`src/rtl/mc_controller_if.sv`:
```
// Control bundle between the multicycle MIPS sequencer and its datapath.
// The master side is the controller, which reads instruction fields and status and drives every select and enable.
interface mc_controller_if;
    logic [5:0] op;
    logic [5:0] funct;
    logic       zero;
    logic       memready;
    logic       memreq;
    logic       iord;
    logic       memwrite;
    logic       irwrite;
    logic       regdst;
    logic       memtoreg;
    logic       regwrite;
    logic       alusrca;
    logic [1:0] alusrcb;
    logic [2:0] alucontrol;
    logic [1:0] pcsrc;
    logic       pcen;
    logic       instret;
    logic       illegal;
    logic       memerr;
    logic [3:0] state;

    modport master (
        input  op, funct, zero, memready,
        output memreq, iord, memwrite, irwrite, regdst, memtoreg, regwrite,
               alusrca, alusrcb, alucontrol, pcsrc, pcen, instret, illegal,
               memerr, state
    );

    modport slave (
        output op, funct, zero, memready,
        input  memreq, iord, memwrite, irwrite, regdst, memtoreg, regwrite,
               alusrca, alusrcb, alucontrol, pcsrc, pcen, instret, illegal,
               memerr, state
    );
endinterface

```
`src/rtl/mc_controller.sv`:
```
// Moore sequencer for the multicycle MIPS datapath.
// It decodes op/funct, stalls on memready, and flags illegal instructions and memory-wait timeouts.
module mc_controller #(
    parameter int WAIT_LIMIT = 15
) (
    input  logic            clk,
    input  logic            reset,
    mc_controller_if.master bus
);
    typedef enum logic [3:0] {
        FETCH   = 4'd0,
        DECODE  = 4'd1,
        MEMADR  = 4'd2,
        MEMRD   = 4'd3,
        MEMWB   = 4'd4,
        MEMWR   = 4'd5,
        EXECUTE = 4'd6,
        ALUWB   = 4'd7,
        BRANCH  = 4'd8,
        ADDIEXE = 4'd9,
        ADDIWB  = 4'd10,
        JUMP    = 4'd11
    } state_t;

    // A zero limit still needs a one-bit counter so the declarations stay legal.
    localparam int CW = (WAIT_LIMIT > 0) ? $clog2(WAIT_LIMIT + 1) : 1;

    localparam logic [5:0] OP_RTYPE = 6'b000000;
    localparam logic [5:0] OP_LW    = 6'b100011;
    localparam logic [5:0] OP_SW    = 6'b101011;
    localparam logic [5:0] OP_BEQ   = 6'b000100;
    localparam logic [5:0] OP_ADDI  = 6'b001000;
    localparam logic [5:0] OP_J     = 6'b000010;

    localparam logic [2:0] ALU_ADD = 3'b010;
    localparam logic [2:0] ALU_SUB = 3'b110;
    localparam logic [2:0] ALU_AND = 3'b000;
    localparam logic [2:0] ALU_OR  = 3'b001;
    localparam logic [2:0] ALU_SLT = 3'b111;

    state_t          r_state;
    state_t          w_nextState;
    logic [CW-1:0]   r_waitCnt;
    logic            w_memState;
    logic            w_timeout;
    logic            w_legalFunct;
    logic [2:0]      w_functAlu;

    logic            w_iord, w_memwrite, w_irwrite, w_regdst, w_memtoreg;
    logic            w_regwrite, w_alusrca, w_pcen, w_instret, w_illegal, w_memerr;
    logic [1:0]      w_alusrcb, w_pcsrc;
    logic [2:0]      w_alucontrol;

    assign w_memState = (r_state == FETCH) || (r_state == MEMRD) || (r_state == MEMWR);
    assign w_timeout  = (WAIT_LIMIT > 0) && w_memState && !bus.memready &&
                        (r_waitCnt == CW'(WAIT_LIMIT));

    always_comb begin
        w_legalFunct = 1'b1;
        w_functAlu   = ALU_ADD;
        case (bus.funct)
            6'b100000: w_functAlu = ALU_ADD;
            6'b100010: w_functAlu = ALU_SUB;
            6'b100100: w_functAlu = ALU_AND;
            6'b100101: w_functAlu = ALU_OR;
            6'b101010: w_functAlu = ALU_SLT;
            default:   w_legalFunct = 1'b0;
        endcase
    end

    always_ff @(posedge clk) begin
        if (reset) begin
            r_state <= FETCH;
        end else begin
            r_state <= w_nextState;
        end
    end

    // Any stall that ends (state change, ready, or timeout) restarts the wait count.
    always_ff @(posedge clk) begin
        if (reset) begin
            r_waitCnt <= '0;
        end else if ((w_nextState != r_state) || bus.memready || w_timeout) begin
            r_waitCnt <= '0;
        end else if (w_memState && (WAIT_LIMIT > 0)) begin
            r_waitCnt <= r_waitCnt + 1'b1;
        end
    end

    always_comb begin
        w_nextState  = r_state;
        w_iord       = 1'b0;
        w_memwrite   = 1'b0;
        w_irwrite    = 1'b0;
        w_regdst     = 1'b0;
        w_memtoreg   = 1'b0;
        w_regwrite   = 1'b0;
        w_alusrca    = 1'b0;
        w_alusrcb    = 2'b00;
        w_alucontrol = 3'b000;
        w_pcsrc      = 2'b00;
        w_pcen       = 1'b0;
        w_instret    = 1'b0;
        w_illegal    = 1'b0;
        w_memerr     = 1'b0;

        case (r_state)
            FETCH: begin
                w_alusrcb    = 2'b01;
                w_alucontrol = ALU_ADD;
                if (bus.memready) begin
                    w_irwrite   = 1'b1;
                    w_pcen      = 1'b1;
                    w_nextState = DECODE;
                end
            end
            DECODE: begin
                w_alusrcb    = 2'b11;
                w_alucontrol = ALU_ADD;
                if ((bus.op == OP_LW) || (bus.op == OP_SW)) begin
                    w_nextState = MEMADR;
                end else if ((bus.op == OP_RTYPE) && w_legalFunct) begin
                    w_nextState = EXECUTE;
                end else if (bus.op == OP_BEQ) begin
                    w_nextState = BRANCH;
                end else if (bus.op == OP_ADDI) begin
                    w_nextState = ADDIEXE;
                end else if (bus.op == OP_J) begin
                    w_nextState = JUMP;
                end else begin
                    w_illegal   = 1'b1;
                    w_nextState = FETCH;
                end
            end
            MEMADR: begin
                w_alusrca    = 1'b1;
                w_alusrcb    = 2'b10;
                w_alucontrol = ALU_ADD;
                w_nextState  = (bus.op == OP_SW) ? MEMWR : MEMRD;
            end
            MEMRD: begin
                w_iord = 1'b1;
                if (bus.memready) begin
                    w_nextState = MEMWB;
                end
            end
            MEMWB: begin
                w_memtoreg  = 1'b1;
                w_regwrite  = 1'b1;
                w_instret   = 1'b1;
                w_nextState = FETCH;
            end
            MEMWR: begin
                w_iord     = 1'b1;
                w_memwrite = 1'b1;
                if (bus.memready) begin
                    w_instret   = 1'b1;
                    w_nextState = FETCH;
                end
            end
            EXECUTE: begin
                w_alusrca    = 1'b1;
                w_alucontrol = w_functAlu;
                w_nextState  = ALUWB;
            end
            ALUWB: begin
                w_regdst    = 1'b1;
                w_regwrite  = 1'b1;
                w_instret   = 1'b1;
                w_nextState = FETCH;
            end
            BRANCH: begin
                w_alusrca    = 1'b1;
                w_alucontrol = ALU_SUB;
                w_pcsrc      = 2'b01;
                w_pcen       = bus.zero;
                w_instret    = 1'b1;
                w_nextState  = FETCH;
            end
            ADDIEXE: begin
                w_alusrca    = 1'b1;
                w_alusrcb    = 2'b10;
                w_alucontrol = ALU_ADD;
                w_nextState  = ADDIWB;
            end
            ADDIWB: begin
                w_regwrite  = 1'b1;
                w_instret   = 1'b1;
                w_nextState = FETCH;
            end
            JUMP: begin
                w_pcsrc     = 2'b10;
                w_pcen      = 1'b1;
                w_instret   = 1'b1;
                w_nextState = FETCH;
            end
            default: begin
                w_nextState = FETCH;
            end
        endcase

        // A timed-out access is abandoned: no side effects, restart at FETCH.
        if (w_timeout) begin
            w_memerr    = 1'b1;
            w_irwrite   = 1'b0;
            w_pcen      = 1'b0;
            w_memwrite  = 1'b0;
            w_instret   = 1'b0;
            w_nextState = FETCH;
        end

        if (reset) begin
            w_pcen     = 1'b0;
            w_irwrite  = 1'b0;
            w_regwrite = 1'b0;
            w_memwrite = 1'b0;
            w_instret  = 1'b0;
            w_illegal  = 1'b0;
            w_memerr   = 1'b0;
        end
    end

    assign bus.memreq     = w_memState;
    assign bus.iord       = w_iord;
    assign bus.memwrite   = w_memwrite;
    assign bus.irwrite    = w_irwrite;
    assign bus.regdst     = w_regdst;
    assign bus.memtoreg   = w_memtoreg;
    assign bus.regwrite   = w_regwrite;
    assign bus.alusrca    = w_alusrca;
    assign bus.alusrcb    = w_alusrcb;
    assign bus.alucontrol = w_alucontrol;
    assign bus.pcsrc      = w_pcsrc;
    assign bus.pcen       = w_pcen;
    assign bus.instret    = w_instret;
    assign bus.illegal    = w_illegal;
    assign bus.memerr     = w_memerr;
    assign bus.state      = r_state;
endmodule

```
`src/flat_wrapper.sv`:
```
// flat-port wrapper written by rule: the top's interface ports become plain ports
module mc_controller_flat 
#(
    parameter int WAIT_LIMIT = 15
)
  (clk, reset, bus_op, bus_funct, bus_zero, bus_memready, bus_memreq, bus_iord, bus_memwrite, bus_irwrite, bus_regdst, bus_memtoreg, bus_regwrite, bus_alusrca, bus_alusrcb, bus_alucontrol, bus_pcsrc, bus_pcen, bus_instret, bus_illegal, bus_memerr, bus_state);
  mc_controller_if bus_i ();
  input  logic clk;
  input  logic reset;
  input wire logic [$bits(bus_i.op)-1:0] bus_op;
  input wire logic [$bits(bus_i.funct)-1:0] bus_funct;
  input wire logic [$bits(bus_i.zero)-1:0] bus_zero;
  input wire logic [$bits(bus_i.memready)-1:0] bus_memready;
  output wire logic [$bits(bus_i.memreq)-1:0] bus_memreq;
  output wire logic [$bits(bus_i.iord)-1:0] bus_iord;
  output wire logic [$bits(bus_i.memwrite)-1:0] bus_memwrite;
  output wire logic [$bits(bus_i.irwrite)-1:0] bus_irwrite;
  output wire logic [$bits(bus_i.regdst)-1:0] bus_regdst;
  output wire logic [$bits(bus_i.memtoreg)-1:0] bus_memtoreg;
  output wire logic [$bits(bus_i.regwrite)-1:0] bus_regwrite;
  output wire logic [$bits(bus_i.alusrca)-1:0] bus_alusrca;
  output wire logic [$bits(bus_i.alusrcb)-1:0] bus_alusrcb;
  output wire logic [$bits(bus_i.alucontrol)-1:0] bus_alucontrol;
  output wire logic [$bits(bus_i.pcsrc)-1:0] bus_pcsrc;
  output wire logic [$bits(bus_i.pcen)-1:0] bus_pcen;
  output wire logic [$bits(bus_i.instret)-1:0] bus_instret;
  output wire logic [$bits(bus_i.illegal)-1:0] bus_illegal;
  output wire logic [$bits(bus_i.memerr)-1:0] bus_memerr;
  output wire logic [$bits(bus_i.state)-1:0] bus_state;
  assign bus_i.op = bus_op;
  assign bus_i.funct = bus_funct;
  assign bus_i.zero = bus_zero;
  assign bus_i.memready = bus_memready;
  assign bus_memreq = bus_i.memreq;
  assign bus_iord = bus_i.iord;
  assign bus_memwrite = bus_i.memwrite;
  assign bus_irwrite = bus_i.irwrite;
  assign bus_regdst = bus_i.regdst;
  assign bus_memtoreg = bus_i.memtoreg;
  assign bus_regwrite = bus_i.regwrite;
  assign bus_alusrca = bus_i.alusrca;
  assign bus_alusrcb = bus_i.alusrcb;
  assign bus_alucontrol = bus_i.alucontrol;
  assign bus_pcsrc = bus_i.pcsrc;
  assign bus_pcen = bus_i.pcen;
  assign bus_instret = bus_i.instret;
  assign bus_illegal = bus_i.illegal;
  assign bus_memerr = bus_i.memerr;
  assign bus_state = bus_i.state;
  mc_controller #(.WAIT_LIMIT(WAIT_LIMIT)) u_core (.clk(clk), .reset(reset), .bus(bus_i));
endmodule
```
`config.mk`:
```
export PLATFORM = sky130hd
export DESIGN_NAME = mc_controller_flat
export DESIGN_NICKNAME = d
export VERILOG_FILES = /design/src/rtl/mc_controller_if.sv /design/src/rtl/mc_controller.sv /design/src/flat_wrapper.sv
export SDC_FILE = /design/constraint.sdc
export NUM_CORES = 1
export LEC_CHECK = 0
export BUFFER_PORTS_ARGS = -buffer_cell sky130_fd_sc_hd__buf_4
export CAP_MARGIN = 0
export CORE_MARGIN = 5
export CORE_UTILIZATION = 49
export DETAILED_ROUTE_END_ITERATION = 8
export PLACE_DENSITY = 0.9
export SYNTH_ARGS = -nofsm -noshare
export SYNTH_HDL_FRONTEND = slang
export SYNTH_SLANG_ARGS = --single-unit
```
`constraint.sdc`:
```
create_clock -name clk -period 2.6 [get_ports clk]
set_input_delay 0.65 -clock clk [delete_from_list [all_inputs] [get_ports clk]]
set_output_delay 0.65 -clock clk [all_outputs]
set_load 0.05 [all_outputs]
```
==> Flow_metrics.wiki <==
{| class="wikitable"
! Metric !! Value
|-
| Status || finished clean
|-
| Leakage component of the power || 0.6114 nW
|-
| Htree depth || 1
|-
| Instance count after placement with tap cells included || 207
|-
| Critical path's top delay family || simple AND/OR/NAND/NOR gates
|-
| Mapped Cells || 143
|-
| CTS tree || built
|-
| Layout-stage area growth over the synthesis result || 39.93%
|-
| Highest achievable clock rate || 397.7 MHz
|-
| Ports || 39
|-
| Number of distinct library cells after synthesis || 46
|-
| CTS Root Cell || clkbuf_4
|-
| Mean post-synth cell area || 7.428 um^2
|-
| Area enclosed by the die boundary || 3199 um^2
|-
| Startpoint-to-endpoint class of the critical path || in2out
|-
| Cell Count, Final, Fillers Out || 210
|-
| Synth Register Bits || 8
|-
| Timing startpoint of the critical path || bus_op[0]
|-
| Seq/Total Area, Yosys || 15.08%
|-
| Drt drc || 0
|-
| Cell breakdown of the critical path || buf_4, or4_4, nor3_2, nor2b_2, nor4_4, buf_4
|-
| Total detailed-routing wirelength || 3119 um
|-
| CP required || 1950 ps
|-
| Placeable core area || 2022 um^2
|-
| Initial antenna violation count || 0
|-
| Share of the cycle needed by the critical path after routing || 96.71%
|-
| Crit-path max FO || 2
|-
| Startpoint of the worst-slack reg-to-reg timing path || u_core.bus.state[0]
|-
| Clock Latency Late Sink || 270 ps
|-
| Number of detailed-route iterations in the first pass || 5
|-
| Worst Min Path Start || u_core.r_waitCnt[3]
|-
| Pins over their slew limit || 0
|-
| Largest net degree at the start of global routing || 20
|-
| Yosys warning count || 0
|-
| Vert. Die Dim || 56.56 um
|-
| Post CTS Setup Buffer Count || 0
|-
| # nets final || 202
|-
| Number of global-route vias before repair || 1229
|-
| Longest Clk Path Bufs || 2
|-
| Antenna diodes || 0
|-
| I/O Buffers || 38
|-
| First DRT Iteration DRCs || 15
|-
| Total global-route track usage || 20.15%
|-
| Sort of element at the start of the critical path || input port
|-
| Netlist area before placement || 1062 um^2
|-
| Wire length of the first global-routing pass || 5313 um
|-
| Number of nets produced by synthesis || 160
|-
| Critical path's largest stage delay || 530 ps
|-
| Maximum Capacitance Violations || 0
|-
| Num CTS Buffers || 3
|-
| Worst path arrival time || 1860 ps
|-
| FP Rows || 16
|-
| DIE WIDTH || 56.56 um
|-
| Slew margin rel. || 74.61%
|-
| VDD IR-drop max || 0.0002622 V
|-
| HP Class || reg2reg
|-
| DRT antenna net count || 0
|-
| Routed vias/inst || 5.876
|-
| GPL Wtd Cong || 0.8362
|-
| Sum of buffers and inverters on the critical path || 2
|-
| Clock-pin slew on the worst setup and hold paths || 60 ps
|-
| Via total after detailed routing || 1234
|-
| Avg WL per Cell || 14.85 um
|-
| Share of layout cells above drive strength 1 || 41.53%
|-
| Detailed-placement wirelength estimate || 2473 um
|-
| Worst clock skew on the final layout || 1.284 ps
|-
| Most frequent CP cell || buf_4
|-
| Setup repair after global routing missed its margin || false
|-
| Time the final worst path needs with I/O delays and setup || 2515 ps
|-
| Initial standard-cell utilization of the core || 52.54%
|-
| Hold-fix buffers at CTS || 0
|-
| CTS Sinks || 8
|-
| Post-route setup TNS || 0 ps
|-
| Power Dens Cells || 251.4 nW/um^2
|-
| Remaining global-route overflow || 0
|-
| Setup-failing EPs final || 0
|-
| Cell type of the slowest stage on the worst timing path || or4_4
|-
| Number of hold violations in the final report || 0
|-
| Filler cells || 160
|-
| Crit end category || output pin
|-
| Worst Max-Slew Pin Slew || 377.6 ps
|}
what timing repair did:
item | in CTS | in global routing
endpoints found under the setup margin | 1 | 4
cloned | 0 | 0
gates resized for setup | 1 | 5
synth_stat cells (all sizes together):
cell     number  area (um^2)
inv           6        22.52
o311a         1        10.01
a2111o        1        11.26
o221a         1        11.26
clkbuf        7        57.55
nor4          2        12.51
mux2i         3        30.03
a22oi         1        7.510
buf           3        33.78
and3          1        6.260
a21o          2        15.01
a21oi         5        25.02
nand4bb       2        22.52
nor2         10        37.54
o21a          1        7.510
xor2          2        17.52
nor4bb        2        20.02
o41ai         1        8.760
o21ai         9        45.04
ha            1        12.51
and4b         1        10.01
nor3b         3        33.78
nand3         5        25.02
a211oi        3        22.52
and2          1        7.510
a21boi        1        7.510
o31ai         1        7.510
or4           1        11.26
o21ba         1        10.01
nand2        11        41.29
nor3         18        90.09
nand4b        2        17.52
dfxtp         8        160.2
nand2b        8        52.55
o211a         2        20.02
a31oi         6        43.79
nand3b        2        27.53
xnor2         4        35.03
or3           1        6.260
nor2b         3        18.77
worst register-to-register path: cells and delay by family, from the launching register on:
kind | cells | cell delay (ps)
compound gates | 2 | 650
buf+inv | 1 | 240
flops | 1 | 370
simple gates | 3 | 630
path summary, 6_finish.rpt:
kind                                             to  slack (ps)  depth (start not counted)
worst max register to register  u_core.r_waitCnt[2]         640                          6
worst max-delay path                    bus_illegal          90                          6
worst min register to register  u_core.r_waitCnt[3]         580                          2
worst min-delay path            u_core.r_waitCnt[3]         580                          2
flip-flops by register name, summed over array words and instances, names as in the netlist:
signal	count
u_core.bus.state	4
u_core.r_waitCnt	4
final cells by class:
type | instances | area (um^2) | share of cell area, %
inverters | 6 | 22.52 | 1.515
multi-input cells | 119 | 887.1 | 59.68
well taps | 27 | 33.78 | 2.273
clock buffers | 3 | 22.52 | 1.515
flip-flops and latches | 8 | 167.7 | 11.28
repair buffers | 47 | 352.8 | 23.74
placed cells by master (no fill, tap or decap), types with 2 or more instances in the layout:
master,synthesis,routed
a211oi_1,3,2
a21o_1,2,2
a21oi_1,5,5
a31oi_1,5,5
buf_4,0,47
clkbuf_4,0,3
dfxtp_1,8,4
dfxtp_2,0,3
inv_1,6,6
mux2i_1,3,3
nand2_1,11,11
nand2b_1,7,7
nand3_1,5,5
nand4b_1,2,2
nand4bb_1,2,2
nor2_1,10,9
nor2b_1,3,2
nor3_1,18,9
nor3_2,0,8
nor3b_1,2,2
o211a_1,2,2
o21ai_0,9,7
o21ai_1,0,2
xnor2_1,4,4
xor2_1,2,2
stage by stage:
stage	hold slack, ps	power (W)	setup WS [ps]	utilization, %	cell area [um^2]
2_1_floorplan	527.8	0.0002231	-226.3	-	1139
3_3_place_gp	542.8	0.0002645	5.728	70.92	1434
3_5_place_dp	557.9	0.0002695	-20.72	70.92	1434
4_1_cts	568.1	0.0003704	16.79	72.15	1459
5_1_grt	610.5	0.0003887	9.873	73.51	1486
6_report	576.5	0.0003737	85.42	73.51	1486
metal layers:
layer / vias to the layer above / global-route usage (%) / wire length (um)
met5: - / 0 / 0
met4: 0 / 9.492 / 60
met3: 8 / 4.128 / 185
met2: 46 / 34.16 / 1552
met1: 566 / 23.94 / 1320
li1: 614 / - / -
power breakdown:
group / total [W] / internal, W / switching [W]
registers: 0.000129 / 0.000125 / 0.00000377
logic: 0.000140 / 0.0000579 / 0.0000822
clock network: 0.000105 / 0.0000535 / 0.0000515
cell families after synthesis:
family	after synthesis	synth area share (%)
flops	8	15.08
simple gates	73	41.46
buf+inv	16	10.72
mux	3	2.827
xor+xnor	6	4.947
fa+ha+maj	1	1.178
compound gates	36	23.79
No activity file was read; power rests on OpenSTA's default activity.
